===== src/rtl/uc_pkg.sv =====
// rtl/uc_pkg.sv - shared opcode fields, FSM states and ALU codes for the sequencer
package uc_pkg;

  typedef enum logic [1:0] {
    S_IDLE   = 2'd0,
    S_RUN    = 2'd1,
    S_STEP   = 2'd2,
    S_HALTED = 2'd3
  } state_t;

  // opcode[5:2] groups when opcode[5]=0
  localparam logic [3:0] OP_LI   = 4'b0000;
  localparam logic [3:0] OP_FLOW = 4'b0001;

  // opcode[1:0] inside the flow group
  localparam logic [1:0] FL_J    = 2'b00;
  localparam logic [1:0] FL_JZ   = 2'b01;
  localparam logic [1:0] FL_JNZ  = 2'b10;
  localparam logic [1:0] FL_HALT = 2'b11;

  localparam logic [2:0] ALU_PASS_B = 3'b000;

endpackage


===== src/rtl/uc_decod.sv =====
// rtl/uc_decod.sv - combinational instruction decode from opcode and zero flag
module uc_decod
  import uc_pkg::*;
(
  input  logic [5:0] opcode,
  input  logic       zero,
  output logic       s_inc,
  output logic       s_inm,
  output logic       we3,
  output logic       wez,
  output logic [2:0] alu_op,
  output logic       pc_en,
  output logic       is_halt
);

  always_comb begin
    s_inc   = 1'b1;
    s_inm   = 1'b0;
    we3     = 1'b0;
    wez     = 1'b0;
    alu_op  = ALU_PASS_B;
    is_halt = 1'b0;
    if (opcode[5]) begin
      alu_op = opcode[4:2];
      we3    = 1'b1;
      wez    = 1'b1;
    end else if (opcode[4]) begin
      // NOP group: defaults already describe it
      s_inc = 1'b1;
    end else if (opcode[5:2] == OP_LI) begin
      s_inm = 1'b1;
      we3   = 1'b1;
    end else if (opcode[5:2] == OP_FLOW) begin
      case (opcode[1:0])
        FL_J:    s_inc = 1'b0;
        FL_JZ:   s_inc = ~zero;
        FL_JNZ:  s_inc = zero;
        default: is_halt = 1'b1;
      endcase
    end
  end

  // HALT keeps the PC where it is
  assign pc_en = ~is_halt;

endmodule


===== src/rtl/uc_secuenciada.sv =====
// rtl/uc_secuenciada.sv - run/step/halt sequencer with gated enables and instruction counter
module uc_secuenciada
  import uc_pkg::*;
(
  input  logic        clk,
  input  logic        reset,
  input  logic [5:0]  opcode,
  input  logic        zero,
  input  logic        run,
  input  logic        step,
  output logic        s_inc,
  output logic        s_inm,
  output logic        we3,
  output logic        wez,
  output logic [2:0]  ALUOp,
  output logic        pc_en,
  output logic        halted,
  output logic [15:0] instr_count
);

  state_t state;
  logic   step_q;
  logic   exec;
  logic   dec_we3;
  logic   dec_wez;
  logic   dec_pc_en;
  logic   dec_halt;

  uc_decod u_decod (
    .opcode  (opcode),
    .zero    (zero),
    .s_inc   (s_inc),
    .s_inm   (s_inm),
    .we3     (dec_we3),
    .wez     (dec_wez),
    .alu_op  (ALUOp),
    .pc_en   (dec_pc_en),
    .is_halt (dec_halt)
  );

  assign exec  = ((state == S_RUN) || (state == S_STEP)) && !dec_halt;
  assign pc_en = dec_pc_en & exec;
  assign we3   = dec_we3 & exec;
  assign wez   = dec_wez & exec;

  always_ff @(posedge clk or negedge reset) begin
    if (!reset) begin
      state  <= S_IDLE;
      step_q <= 1'b0;
      halted <= 1'b0;
    end else begin
      step_q <= step;
      case (state)
        S_IDLE: begin
          if (run)
            state <= S_RUN;
          else if (step && !step_q)
            state <= S_STEP;
        end
        S_RUN: begin
          if (dec_halt) begin
            state  <= S_HALTED;
            halted <= 1'b1;
          end else if (!run) begin
            state <= S_IDLE;
          end
        end
        S_STEP: begin
          if (dec_halt) begin
            state  <= S_HALTED;
            halted <= 1'b1;
          end else begin
            state <= S_IDLE;
          end
        end
        default: begin
          state  <= S_HALTED;
          halted <= 1'b1;
        end
      endcase
    end
  end

  always_ff @(posedge clk or negedge reset) begin
    if (!reset)
      instr_count <= 16'h0000;
    else if (exec && (instr_count != 16'hFFFF))
      instr_count <= instr_count + 16'h0001;
  end

endmodule


===== config.mk =====
export PLATFORM = sky130hd
export DESIGN_NAME = uc_secuenciada
export DESIGN_NICKNAME = d
export VERILOG_FILES = /design/src/rtl/uc_pkg.sv /design/src/rtl/uc_decod.sv /design/src/rtl/uc_secuenciada.sv
export SDC_FILE = /design/constraint.sdc
export NUM_CORES = 1
export LEC_CHECK = 0
export CORE_AREA = 2 2 52 54
export CTS_BUF_LIST = sky130_fd_sc_hd__clkbuf_4 sky130_fd_sc_hd__clkbuf_8
export DETAILED_ROUTE_END_ITERATION = 8
export DIE_AREA = 0 0 54 56
export GPL_ROUTABILITY_DRIVEN = 0
export PLACE_DENSITY_LB_ADDON = 0.25
export SYNTH_ARGS = -nofsm -noshare
export SYNTH_HDL_FRONTEND = slang
export SYNTH_SLANG_ARGS = --single-unit

===== constraint.sdc =====
create_clock -name clk -period 2.1 [get_ports clk]
set_clock_uncertainty 0.05 [all_clocks]
set_input_delay 0.42 -clock clk [delete_from_list [all_inputs] [get_ports clk]]
set_output_delay 0.42 -clock clk [all_outputs]
set_load 0.02 [all_outputs]

* Yosys cells after proc, flatten, opt, wreduce, memory -nomap -nowiden *
Index checks and enable logic that the tools add are counted.

word-level totals
  word-level logic and storage cells = 57
  flip-flop bits (word level) = 20
  output and inout bits = 25

operators by class
  multiplexer cells = 24
  equal/unequal tests = 9
  reductions and logical operators = 13
  bitwise gates (word level) = 6
  add/subtract/negate cells = 1

operators by type and width
  kind                                            count
  adder 16 x 1 -> 16 bit (second input constant)  1
  != test 16 bit (second input constant)          1
  two-way mux 1 bit                               15
  two-way mux 2 bit                               5
  != test 3 bit (second input constant)           2
  case mux 2 bit (3 select lines)                 1
  == test 2 x 1 -> 1 bit (second input constant)  2
  == test 2 bit (second input constant)           2
  == test 4 x 1 -> 1 bit (second input constant)  1
  zero test 2 bit                                 2
  zero test 4 bit                                 1
  AND reduction 2 bit                             2
  bitwise AND 1 bit                               3
  logical AND 1 bit                               3
  two-way mux 3 bit                               1
  NOT 1 bit                                       3
  case mux 1 bit (3 select lines)                 1
  OR reduction 3 bit                              1
  zero test 1 bit                                 2
  != test 2 x 1 -> 1 bit (second input constant)  1
  case mux 1 bit (2 select lines)                 1
  OR reduction 2 bit                              1
  logical OR 1 bit                                1

* Longest topological paths before layout *
Gate-level depths: netlist of run 1.

  depth after elaboration = 10
  mapped depth = 7
  gate-level depth less buffers = 6

* By module *
A second synthesis of run 1 with hierarchy kept.

unflattened totals
  cell total of the unflattened synthesis = 110
  area, all modules = 1,147.4 µm²

by module, submodules not included
  module          area each (µm²)  cells an instance  seq. area each (µm²)  instances
  uc_secuenciada  1,058.5          99                 500.5                 1
  uc_decod        88.8             11                 0.0                   1

* Least setup slack after synthesis of run 1 *
OpenSTA, ideal clock, no wires.

  path type = input -> output
  start point = input port opcode[3]
  end point = output port we3
  path buffers = 0
  arrival = 1,602 ps
  data required time = 1,630 ps
  path slack = 28 ps
  stages = 3
  cell sequence = nor4_1 -> nor2_1 -> nor2_1

on the way
  cells in the longest elaborated chain, start to end = 8
  elaborated cells between the ends (all ways) = 12
  classes of those cells = eq/ne: 1; mux: 7; bitwise: 1; reduce/logical: 3

RTL lines
  item                    RTL line              RTL
  from (decl)             uc_secuenciada.sv:7   input logic [5:0] opcode,
  == test 4 x 1 -> 1 bit  uc_decod.sv:33        end else if (opcode[5:2] == OP_FLOW) begin
  two-way mux 1 bit       uc_decod.sv:33
  two-way mux 1 bit       uc_decod.sv:30        end else if (opcode[5:2] == OP_LI) begin
  two-way mux 1 bit       uc_decod.sv:27        end else if (opcode[4]) begin
  two-way mux 1 bit       uc_decod.sv:23        if (opcode[5]) begin
  zero test 1 bit         uc_secuenciada.sv:41  assign exec = ((state == S_RUN) || (state == S_STEP)) && !dec_halt;
  logical AND 1 bit       uc_secuenciada.sv:41
  bitwise AND 1 bit (*)   uc_secuenciada.sv:43  assign we3 = dec_we3 & exec;
  to (decl)               uc_secuenciada.sv:13  output logic we3,

Mark *: on every way between the ends. The rest lies on a longest branch, timed or not.

* Final worst setup path of run 1 *
  start point = register state[1]
  end point = output port we3

on the way
  cells in the longest elaborated chain, start to end = 4
  elaborated cells between the ends (all ways) = 5
  classes of those cells = eq/ne: 2; bitwise: 1; reduce/logical: 2

RTL lines
  item                                                            RTL line              RTL
  from (decl)                                                     uc_secuenciada.sv:21  state_t state;
  from (signal assigned)                                          uc_secuenciada.sv:48  state <= S_IDLE;
  from (signal assigned)                                          uc_secuenciada.sv:56  state <= S_RUN;
  from (signal assigned)                                          uc_secuenciada.sv:58  state <= S_STEP;
  == test 2 x 1 -> 1 bit / == test 2 bit (equally long branches)  uc_secuenciada.sv:41
  logical OR 1 bit (*)                                            uc_secuenciada.sv:41
  logical AND 1 bit (*)                                           uc_secuenciada.sv:41
  bitwise AND 1 bit (*)                                           uc_secuenciada.sv:43

Marks and branches as above.

==> results.cfg, run 1 <==
[sta]
slew_viol_final = 0
fmax_ghz = 0.488
relSlewSlack_pct = 76.8
setup_viol = 0
worstMarginPinSlew_ns = 0.345
hold_viol = 0
rsz0062_at_grt = yes
period_needed_ns = 2.05
hold_ws_ns = 0.390
fin_crit_sh_pct = 97.5

[synthesis]
synth_top_cell_by_area = dfrtp_1
avgSynthCellArea_sq_um = 10.3
yosys.area_share.simple_pct = 25.4
yosys-top-cells-area = dfrtp_1 (46%), xor2_1 (12%), ha_1 (4.6%)
synth_top_family_by_area = simple AND/OR/NAND/NOR gates
synthDistinctLibCells = 25
syn_area_sq_um = 1100
synthMuxAreaShare_pct = 3.76
syn_inst = 107
ys_warn_count = 0
synth_fp_nets = 122
synth_adder_area_share_pct = 4.56
synth_compound_area_share_pct = 5.24
yosysSeqAreaShare_pct = 45.6
synth_xor_area_share_pct = 12.0
ys_ff_latch = 20
synth_top_area_share_pct = 45.6

[min_path]
hold_path_class = in2async

[worst_setup_path]
required_ns = 1.63
critPathLaunchType = register
cp_max_fo = 2
ff2ff_path_depth = 8
critical_path_class = reg2out
end_kind = primary output
reg2reg_slack_ns = 0.19
worstPathArrival_ns = 1.58

[power]
p_sw_uw = 1010
combPwrFrac_pct = 57.4
ir_drop_v = 0.000974
netSwitchingFraction_pct = 41.2
p_leak_uw = 0.000745
p_per_area_nw_per_um2 = 1470
power.internal_uw = 1440
p_clk_share_pct = 12.6
pwr-share-seq_pct = 30.1

[global_route]
grt_pass1_vias = 998
grt_antenna_before_repair = 0
track_usage_pct = 18.3
grt-ovfl-total = 0
grt_max_degree = 21
grt_first_pass_wirelength_mm = 4.26

[layout]
final_util_pct = 68.3
nFillCells = 198
areaGrowthSynthToFinish_pct = 51.3
antenna_cells = 0
fin_nets = 175
final_layout_size_suffix_gt1_share_pct = 17.0

[route]
dr.pass1.iters = 4
num_vias = 1006
ant_nets = 0
wl_mm = 2.57
drt-vias-per-instance = 5.32
route.detailed.drc = 0
wl_per_cell_um = 13.6
drtIter0Drc = 8

[floorplan]
rows = 18
fp.dieArea_sq_um = 3020
die_y_um = 56
initial_utilization_pct = 45.2
core_area_sq_um = 2430
io_pins = 36
die_w_um = 54

[clock_network]
clock-root-buffer = clkbuf_4
h-tree-depth = 1
cts_tree = done
clock_latency_ns = 0.30
cts_buffers = 3
numClockSinks = 20
clockBufferDepth = 2
cts.clk_slew.worst_paths_ns = 0.11
hold_buffers = 0

[status]
status = completed

[placed_design]
dp_hpwl_mm = 1.84
portBuffers = 35

[job]
cap_violations = 0
==> registers in the layout, indices dropped and copies added, names as in the netlist <==
register     count
halted           1
instr_count     16
state            2
step_q           1
==> layout by cell type (no fill, tap or decap), drive strengths merged <==
cell,n
a221oi,2
clkdlybuf4s15,1
dlygate4sd2,6
bufinv,1
nor4,4
inv,6
mux2,1
buf,16
dfrtp,20
nand3,6
nor3,9
o21ai,1
a31o,1
nor3b,1
and3,3
and2,5
ha,4
nand4,4
nor4b,2
nor2,5
a311o,1
clkbuf,4
and4,2
dlymetal6s2s,2
xor2,15
nand2,8
o21bai,1
o22a,1
mux2i,3
clkdlybuf4s50,24
==> worst max-delay path, stage by stage (launching register included) <==
cell and delay (ns):
dfrtp_1 0.38, inv_2 0.06, ha_4 0.26, inv_1 0.04, a31o_1 0.21, buf_6 0.13
nor2_4 0.08, buf_6 0.12
==> path summary, 6_finish.rpt <==
check	end	startpoint
min reg2reg	halted	halted
min	instr_count[14]	reset
max in group asynchronous	instr_count[2]	reset
max	we3	state[1]
max reg2reg	instr_count[10]	state[1]
min in group clk	halted	halted
==> final cells by class <==
| class | instances | area (sq um) | area share, % |
|---|---|---|---|
| well taps | 30 | 37.5 | 2.26 |
| clock inverters | 1 | 30.0 | 1.81 |
| repair buffers | 50 | 460 | 27.7 |
| inverters | 6 | 22.5 | 1.36 |
| flip-flops and latches | 20 | 500 | 30.1 |
| clock buffers | 3 | 22.5 | 1.36 |
| multi-input cells | 79 | 588 | 35.4 |
==> metrics by stage <==
step | setup TNS, ns | total power [uW] | area, sq um | setup WS (ns) | std cells
floorplan | 0 | 1450 | 1100 | 0.0280 | 107
global placement | -2.29 | 2030 | 1570 | -0.395 | 183
detailed placement | -3.66 | 2060 | 1570 | -0.476 | 183
CTS | 0 | 2410 | 1640 | 0.00187 | 188
global route | -0.0418 | 2620 | 1660 | -0.0418 | 189
finish | 0 | 2450 | 1660 | 0.0525 | 189
==> synthesized netlist by cell type, drive strengths merged <==
| cell type | count |
|---|---|
| a221oi | 2 |
| a311o | 1 |
| a31o | 1 |
| and2 | 5 |
| and3 | 3 |
| and4 | 2 |
| buf | 2 |
| dfrtp | 20 |
| ha | 4 |
| inv | 6 |
| mux2 | 1 |
| mux2i | 3 |
| nand2 | 8 |
| nand3 | 6 |
| nand4 | 4 |
| nor2 | 5 |
| nor3 | 9 |
| nor3b | 1 |
| nor4 | 4 |
| nor4b | 2 |
| o21ai | 1 |
| o21bai | 1 |
| o22a | 1 |
| xor2 | 15 |
==> cells by family (layout without fill, tap and decap cells) <==
| group | Yosys count | after routing |
|---|---|---|
| AO/OA/AOI/OAI | 7 | 7 |
| AND/OR/NAND/NOR | 49 | 49 |
| multiplexers | 4 | 4 |
| flip-flops | 20 | 20 |
| adder cells (fa/ha/maj) | 4 | 4 |
| buffers and inverters | 8 | 60 |
| XOR/XNOR | 15 | 15 |
==> what timing repair did <==
item	4_1_cts	5_1_grt
gates resized for setup	16	10
endpoints found under the setup margin	8	6
pin swaps	2	2
buffers inserted	1	1
==> metal layers <==
metal	routed length, um	GRT usage (%)	vias up	share of wire (%)
li1	-	-	484	-
met1	1090	23.3	484	42
met2	1290	31.4	33	50
met3	169	2.69	5	6.6
met4	31	5.36	0	1.2
met5	0	0	-	0
==> power groups by stage <==
stage | clock, uW | sequential, uW | combinational [uW]
after floorplan | 0 | 873 | 577
after global placement | 0 | 733 | 1300
after detailed placement | 0 | 740 | 1320
after CTS | 315 | 734 | 1360
after global routing | 338 | 766 | 1520
final | 308 | 736 | 1400
Power figures use the tool's default switching activity.
==> inputs of run 2 (changes only) <==
--- a/config.mk
+++ b/config.mk
@@ -10,6 +10,7 @@
 export DETAILED_ROUTE_END_ITERATION = 8
 export DIE_AREA = 0 0 54 56
 export GPL_ROUTABILITY_DRIVEN = 0
+export HOLD_SLACK_MARGIN = 0.1
 export PLACE_DENSITY_LB_ADDON = 0.25
 export SYNTH_ARGS = -nofsm -noshare
 export SYNTH_HDL_FRONTEND = slang
==> results of run 2 <==
Same layout as run 1: the final DEF is identical, and so are final timing and power.
